[src/rtl/arc4_prga_encrypt.sv]
// ARC4 PRGA encrypt engine: reads length-prefixed pt, permutes S in place, writes length-prefixed ct.
// Define ARC4_DROP_EN to discard DROP_BYTES keystream bytes before the first message byte.
module arc4_prga_encrypt #(
  parameter int unsigned MSG_MAX    = 255,
  parameter int unsigned DROP_BYTES = 256
) (
  input  logic       clk,
  input  logic       rst_n,
  input  logic       en,
  output logic       rdy,
  output logic [7:0] s_addr,
  input  logic [7:0] s_rddata,
  output logic [7:0] s_wrdata,
  output logic       s_wren,
  output logic [7:0] pt_addr,
  input  logic [7:0] pt_rddata,
  output logic [7:0] ct_addr,
  output logic [7:0] ct_wrdata,
  output logic       ct_wren
);

`ifdef ARC4_DROP_EN
  localparam bit DropEn = 1'b1;
`else
  localparam bit DropEn = 1'b0;
`endif

  localparam logic [7:0]  MsgMax   = 8'(MSG_MAX);
  localparam logic [15:0] DropLast = 16'(DROP_BYTES - 1);

  typedef enum logic [3:0] {
    IDLE, RD_LEN, WR_LEN, INC_I, WAIT_SI, CALC_J, WAIT_SJ,
    WR_SI, WR_SJ, RD_PAD, WAIT_PAD, WR_CT, DONE
  } state_t;

  state_t      state, state_nxt;
  logic [7:0]  i, j, k, len, si, sj, pad, pt_q;
  logic [7:0]  len_c;
  logic        dropping;
  logic [15:0] drop_cnt;

  always_ff @(posedge clk) begin
    if (!rst_n) begin
      state    <= IDLE;
      i        <= '0;
      j        <= '0;
      k        <= '0;
      len      <= '0;
      si       <= '0;
      sj       <= '0;
      pad      <= '0;
      pt_q     <= '0;
      dropping <= 1'b0;
      drop_cnt <= '0;
    end else begin
      state <= state_nxt;
      unique case (state)
        WR_LEN: begin
          len      <= len_c;
          k        <= 8'd1;
          i        <= '0;
          j        <= '0;
          dropping <= DropEn && (DROP_BYTES != 0) && (len_c != 8'd0);
          drop_cnt <= '0;
        end
        INC_I:   i  <= i + 8'd1;
        WAIT_SI: si <= s_rddata;
        CALC_J:  j  <= j + si;
        WAIT_SJ: sj <= s_rddata;
        WR_SJ: begin
          if (dropping) begin
            if (drop_cnt == DropLast) dropping <= 1'b0;
            else                      drop_cnt <= drop_cnt + 16'd1;
          end
        end
        WAIT_PAD: begin
          pad  <= s_rddata;
          pt_q <= pt_rddata;
        end
        WR_CT: if (k != len) k <= k + 8'd1;
        default: ;
      endcase
    end
  end

  always_comb begin
    len_c = (pt_rddata > MsgMax) ? MsgMax : pt_rddata;
  end

  always_comb begin
    state_nxt = state;
    rdy       = 1'b0;
    s_addr    = '0;
    s_wrdata  = '0;
    s_wren    = 1'b0;
    pt_addr   = '0;
    ct_addr   = '0;
    ct_wrdata = '0;
    ct_wren   = 1'b0;
    unique case (state)
      IDLE, DONE: begin
        rdy = 1'b1;
        if (en) state_nxt = RD_LEN;
      end
      RD_LEN: state_nxt = WR_LEN;
      WR_LEN: begin
        ct_wrdata = len_c;
        ct_wren   = 1'b1;
        state_nxt = (len_c == 8'd0) ? DONE : INC_I;
      end
      INC_I: begin
        s_addr    = i + 8'd1;
        state_nxt = WAIT_SI;
      end
      WAIT_SI: state_nxt = CALC_J;
      CALC_J: begin
        s_addr    = j + si;
        state_nxt = WAIT_SJ;
      end
      WAIT_SJ: state_nxt = WR_SI;
      WR_SI: begin
        s_addr    = i;
        s_wrdata  = sj;
        s_wren    = 1'b1;
        state_nxt = WR_SJ;
      end
      WR_SJ: begin
        s_addr    = j;
        s_wrdata  = si;
        s_wren    = 1'b1;
        pt_addr   = dropping ? 8'd0 : k;
        state_nxt = dropping ? INC_I : RD_PAD;
      end
      // pt_addr held through WAIT_PAD so pt[k] is valid whether or not the RAM holds q
      RD_PAD: begin
        s_addr    = si + sj;
        pt_addr   = k;
        state_nxt = WAIT_PAD;
      end
      WAIT_PAD: begin
        pt_addr   = k;
        state_nxt = WR_CT;
      end
      WR_CT: begin
        ct_addr   = k;
        ct_wrdata = pt_q ^ pad;
        ct_wren   = 1'b1;
        state_nxt = (k == len) ? DONE : INC_I;
      end
      default: state_nxt = IDLE;
    endcase
  end

endmodule

[config.mk]
export PLATFORM = sky130hd
export DESIGN_NAME = arc4_prga_encrypt
export DESIGN_NICKNAME = d
export VERILOG_FILES = /design/src/rtl/arc4_prga_encrypt.sv
export SDC_FILE = /design/constraint.sdc
export NUM_CORES = 1
export LEC_CHECK = 0
export BUFFER_PORTS_ARGS = -buffer_cell sky130_fd_sc_hd__buf_2
export CAP_MARGIN = 10
export CELL_PAD_IN_SITES_DETAIL_PLACEMENT = 2
export CELL_PAD_IN_SITES_GLOBAL_PLACEMENT = 2
export CORE_UTILIZATION = 37
export CTS_BUF_LIST = sky130_fd_sc_hd__clkbuf_8 sky130_fd_sc_hd__clkbuf_16
export DETAILED_ROUTE_END_ITERATION = 12
export GPL_TIMING_DRIVEN = 0
export PLACE_DENSITY_LB_ADDON = 0.1
export RECOVER_POWER = 50
export SYNTH_ARGS = -nofsm -noshare
export SYNTH_HDL_FRONTEND = slang
export SYNTH_SLANG_ARGS = --single-unit
[constraint.sdc]
create_clock -name clk -period 4 [get_ports clk]
set_input_delay 0 -clock clk [delete_from_list [all_inputs] [get_ports clk]]
set_output_delay 0 -clock clk [all_outputs]
set_load 0.01 [all_outputs]
# Word level (Yosys, flattened, before mapping)
# Index checks and enable logic that the tools add are counted.
# classes
add_sub_neg	5
magnitude_cmp	1
n_eq_ne	19
n_mux	25
bitwise_logic	1
reduce_logical	12
# ops
op	count
8-bit one-hot mux with 2 select lines	6
4-bit one-hot mux with 12 select lines	1
8-bit one-hot mux with 5 select lines	1
16-bit 2-to-1 mux	2
8-bit 2-to-1 mux	4
16-bit one-hot mux with 2 select lines	1
4-bit == test (second input constant)	5
16-bit by 1-bit adder with 16-bit output (second input constant)	1
8-bit by 1-bit adder with 8-bit output (second input constant)	2
8-bit adder	2
16-bit by 8-bit == test with 1-bit output (second input constant)	1
4-bit by 3-bit == test with 1-bit output (second input constant)	4
4-bit 2-to-1 mux	4
4-bit by 2-bit == test with 1-bit output (second input constant)	2
8-bit == test	1
8-bit greater-than comparator (second input constant)	1
8-bit logical NOT	1
2-bit != test (second input constant)	4
8-bit != test	1
2-bit nonzero test	4
2-bit OR reduction	4
8-bit XOR	1
1-bit 2-to-1 mux	5
4-bit by 1-bit == test with 1-bit output (second input constant)	1
4 further kinds	4
# totals
register_bits	85
wordCells	74

# Logic depth before layout (Yosys ltp)
# depth
ltp_word	5
mapped_depth	9

# Least setup slack after synthesis
# No wires, ideal clock.
# synth_timing
path_kind	flip-flop to output port
from	register si[1]
to	output port s_addr[7]
t_arrival_ns	1.871
required_time_ns	4.000
setup_slack_ns	2.129
path_stages_with_launch	7
path_buffers	0
path_cell_list	dfxtp_1 > ha_1 > a211oi_1 > nor4b_1 > or4_1 > nand2_1 > a211o_1
# synth_via
elab_chain_len	2
word_cells_on_any_way	3
cone_classes	add/sub (2); mux (1)
# synth_rtl
element	line_no	text
start: declaration	37	logic [7:0] i, j, k, len, si, sj, pad, pt_q;
start signal: assignment	67	WAIT_SI: si <= s_rddata;
8-bit adder, on equally long branches	136, 117	
8-bit one-hot mux with 5 select lines *	100	unique case (state)
end: declaration	11	output logic [7:0] s_addr,
# Mark *: on every way between the ends. The rest lies on a longest branch, timed or not.

# Worst setup path after layout
# layout_timing
from	register state[2]
to	output port s_wrdata[5]
# layout_via
elab_chain_len	2
word_cells_on_any_way	3
cone_classes	eq/ne (2); mux (1)
# layout_rtl
element	line_no	text
start: declaration	36	state_t state, state_nxt;
start signal: assignment	56	state <= state_nxt;
4-bit == test / 4-bit by 3-bit == test with 1-bit output (equally long branches)	100	
8-bit one-hot mux with 2 select lines *	100	
end: declaration	13	output logic [7:0] s_wrdata,
# Marks and branches as above.

==> results.toml <==
[status]
outcome = "completed"

[synth]
yosysUniqueCellTypes = 61
synth.area.top_cells = "dfxtp_1, nand2_1, a21oi_1, xnor2_1, ha_1"
synth.largest_area_cell = "dfxtp_1"
ys_seq_area_share_pct = 34.5
async_reset_ff_share_pct = 0
synth_nets = 670
yosys_warnings = 0
synthCells = 628
synth_top_area_share_pct = 34.5
ys_seq_elements = 85
synth_flop_cell = "dfxtp_1"
synth_edf_count = 0
syn_area_per_cell_um2 = 7.85
syn_area_um2 = 4930

[clock_tree]
clk_path_buf_depth = 2
cts_tree = "built"
htreeDepth = 3
post-cts-setup-buffers = 0
clock-root-buffer = "clkbuf_16"
clkTransAtPathRegs_ns = 0.07
cts_hold_buf = 16
worstSkewPairLatency_ns = 0.36
clock_sinks = 85
cts.repair.resized = 0
cts_buffers = 9

[timing]
whs_ns = 0.121
setup_violations = 0
finalCriticalPeriod_ns = 3.16
fmax_ghz = 0.317
finalMaxSlewViolations = 0
fin_crit_sh_pct = 79.0
hold_viol = 0
setup_tns_ns = 0
grt_setup_unrepaired = "false"
slew_headroom_pct = 40.7
finClkSkew_ns = 0.00839
worst_slew_pin_slew_ns = 0.882

[setup_path]
cpMostUsedCell = "clkbuf_1"
setup.worst_path.class = "reg -> out"
endpoint_kind = "output pin"
crit_path_max_fanout = 10
crit_path_max_incr_delay_ns = 0.58
crit_chain = "inv_1 -> ha_1 -> clkbuf_1 -> nor3b_1 -> clkbuf_1 -> clkbuf_1 -> a22o_1 -> buf_2"
crit_path_start_kind = "flop"
crit_slowest_cell = "clkbuf_1"
cp.required_ns = 4.00
arrival_ns = 3.16

[floorplan]
dieArea_um2 = 13800
num_rows = 41
initial_core_util_pct = 38.4
ios = 62
fp.dieH_um = 117
core-area_um2 = 12800
die_w_um = 117

[detailed_routing]
first_iter_violations = 227
wl_per_cell_um = 21.3
vias = 5071
ant_nets = 0
finalWirelength_um = 19000
drt_first_pass_iters = 4
vias_per_cell = 5.68
drcViolationCount = 0

[placement]
hpwl_um = 13300
port_buffers = 60
place_area_um2 = 5440
placed_cells_incl_taps = 860
gp_congestion = 0.806

[layout]
area_growth_pct = 19.9
fin_util_pct = 46.1
drive_gt1_share_pct = 11.7
final_common_cell = "nand2_1"
final_area_um2 = 5910
final_cells = 892
final_cell_mix = "nand2_1, dfxtp_1, a21oi_1"
diodes = 0
fin_nets = 757

[power_and_ir_drop]
power_density_nw_per_um2 = 422
max-vdd-ir-drop_uv = 315
p_leak_uw = 0.00229

[run]
drv_cap = 0

[global_route]
grt_usage_pct = 28.5
grt_max_degree = 16
overflow = 0
grt_pass1_vias = 5692
grt_pass1_wl_um = 30700
antenna_found_initial = 0

[hold_path]
hold_class = "in -> reg"
[area by class of cell]
type | count | area, µm²
buffer | 35 | 144
clock buffer | 11 | 253
clock inverter | 5 | 66.3
fill | 1480 | 6920
inverter | 10 | 37.5
multi-input combinational | 498 | 3040
sequential | 85 | 1700
tap | 172 | 215
timing repair buffer | 76 | 450
[critical path: cells and delay by family, from the launching register on]
family,cells,cell delay (ns)
compound gates,1,0.24
fa+ha+maj,1,0.21
buf+inv,5,1.65
flops,1,0.36
simple gates,1,0.32
[flip-flops by register name, summed over array words and instances, names as in the netlist, 4 cells and up]
| name | flops |
|---|---|
| state | 4 |
| len | 8 |
| drop_cnt | 16 |
| si | 8 |
| i | 8 |
| pt_q | 8 |
| pad | 8 |
| j | 8 |
| sj | 8 |
| k | 8 |
[kinds of logic after synthesis]
kind of cell | synth area share, %
AO/OA/AOI/OAI | 21.0
multiplexers | 0.406
AND/OR/NAND/NOR | 26.0
flip-flops | 34.5
XOR/XNOR | 8.15
adder cells (fa/ha/maj) | 6.14
buffers and inverters | 3.71
[metrics by stage]
stage,worst slack [ns],total power (µW)
final,0.841,2490
after global routing,0.640,2590
after CTS,1.08,2490
after detailed placement,1.46,1550
after global placement,1.61,1510
after floorplan,2.13,1330
[cells in the mapped netlist (3+ instances only)]
cell and count:
o211ai_1 8, buf_1 4, a21oi_1 66, nand2_1 112, a21o_1 6, nor4b_1 3
inv_1 10, o21bai_1 3, ha_1 21, buf_2 4, xnor2_1 31, dfxtp_1 85
nor4_1 6, nand3_1 24, a22o_1 9, nand4_1 6, o21ai_0 27, nand3b_1 4
or3_1 4, nor3_1 15, and3_1 3, nor2_1 47, clkbuf_1 25, and2_1 18
a22oi_1 8, a221oi_1 4, a211oi_1 16, xor2_1 13
[metal layers]
metal	wire, µm	vias to the layer above	GRT usage, %	share of wire, %
li1	-	2404	-	-
met1	8310	2526	33.6	44
met2	9580	100	50.7	50
met3	604	41	4.96	3.2
met4	537	0	11.2	2.8
met5	0	-	0	0
[power by group]
group | internal [µW] | switching [µW] | leakage [µW]
registers | 884 | 41.4 | 0.000685
logic | 195 | 439 | 0.00145
clock network | 527 | 406 | 0.000154
[worst paths after layout]
check,start,cells after the start,slack [ns],endpoint
worst max-delay path,state[2],8,0.84,s_wrdata[5]
worst min-delay path,en,3,0.12,state[3]
worst max register to register,state[2],7,1.29,dropping
worst min register to register,pt_q[5],2,0.48,pt_q[5]
Power figures use the tool's default switching activity.
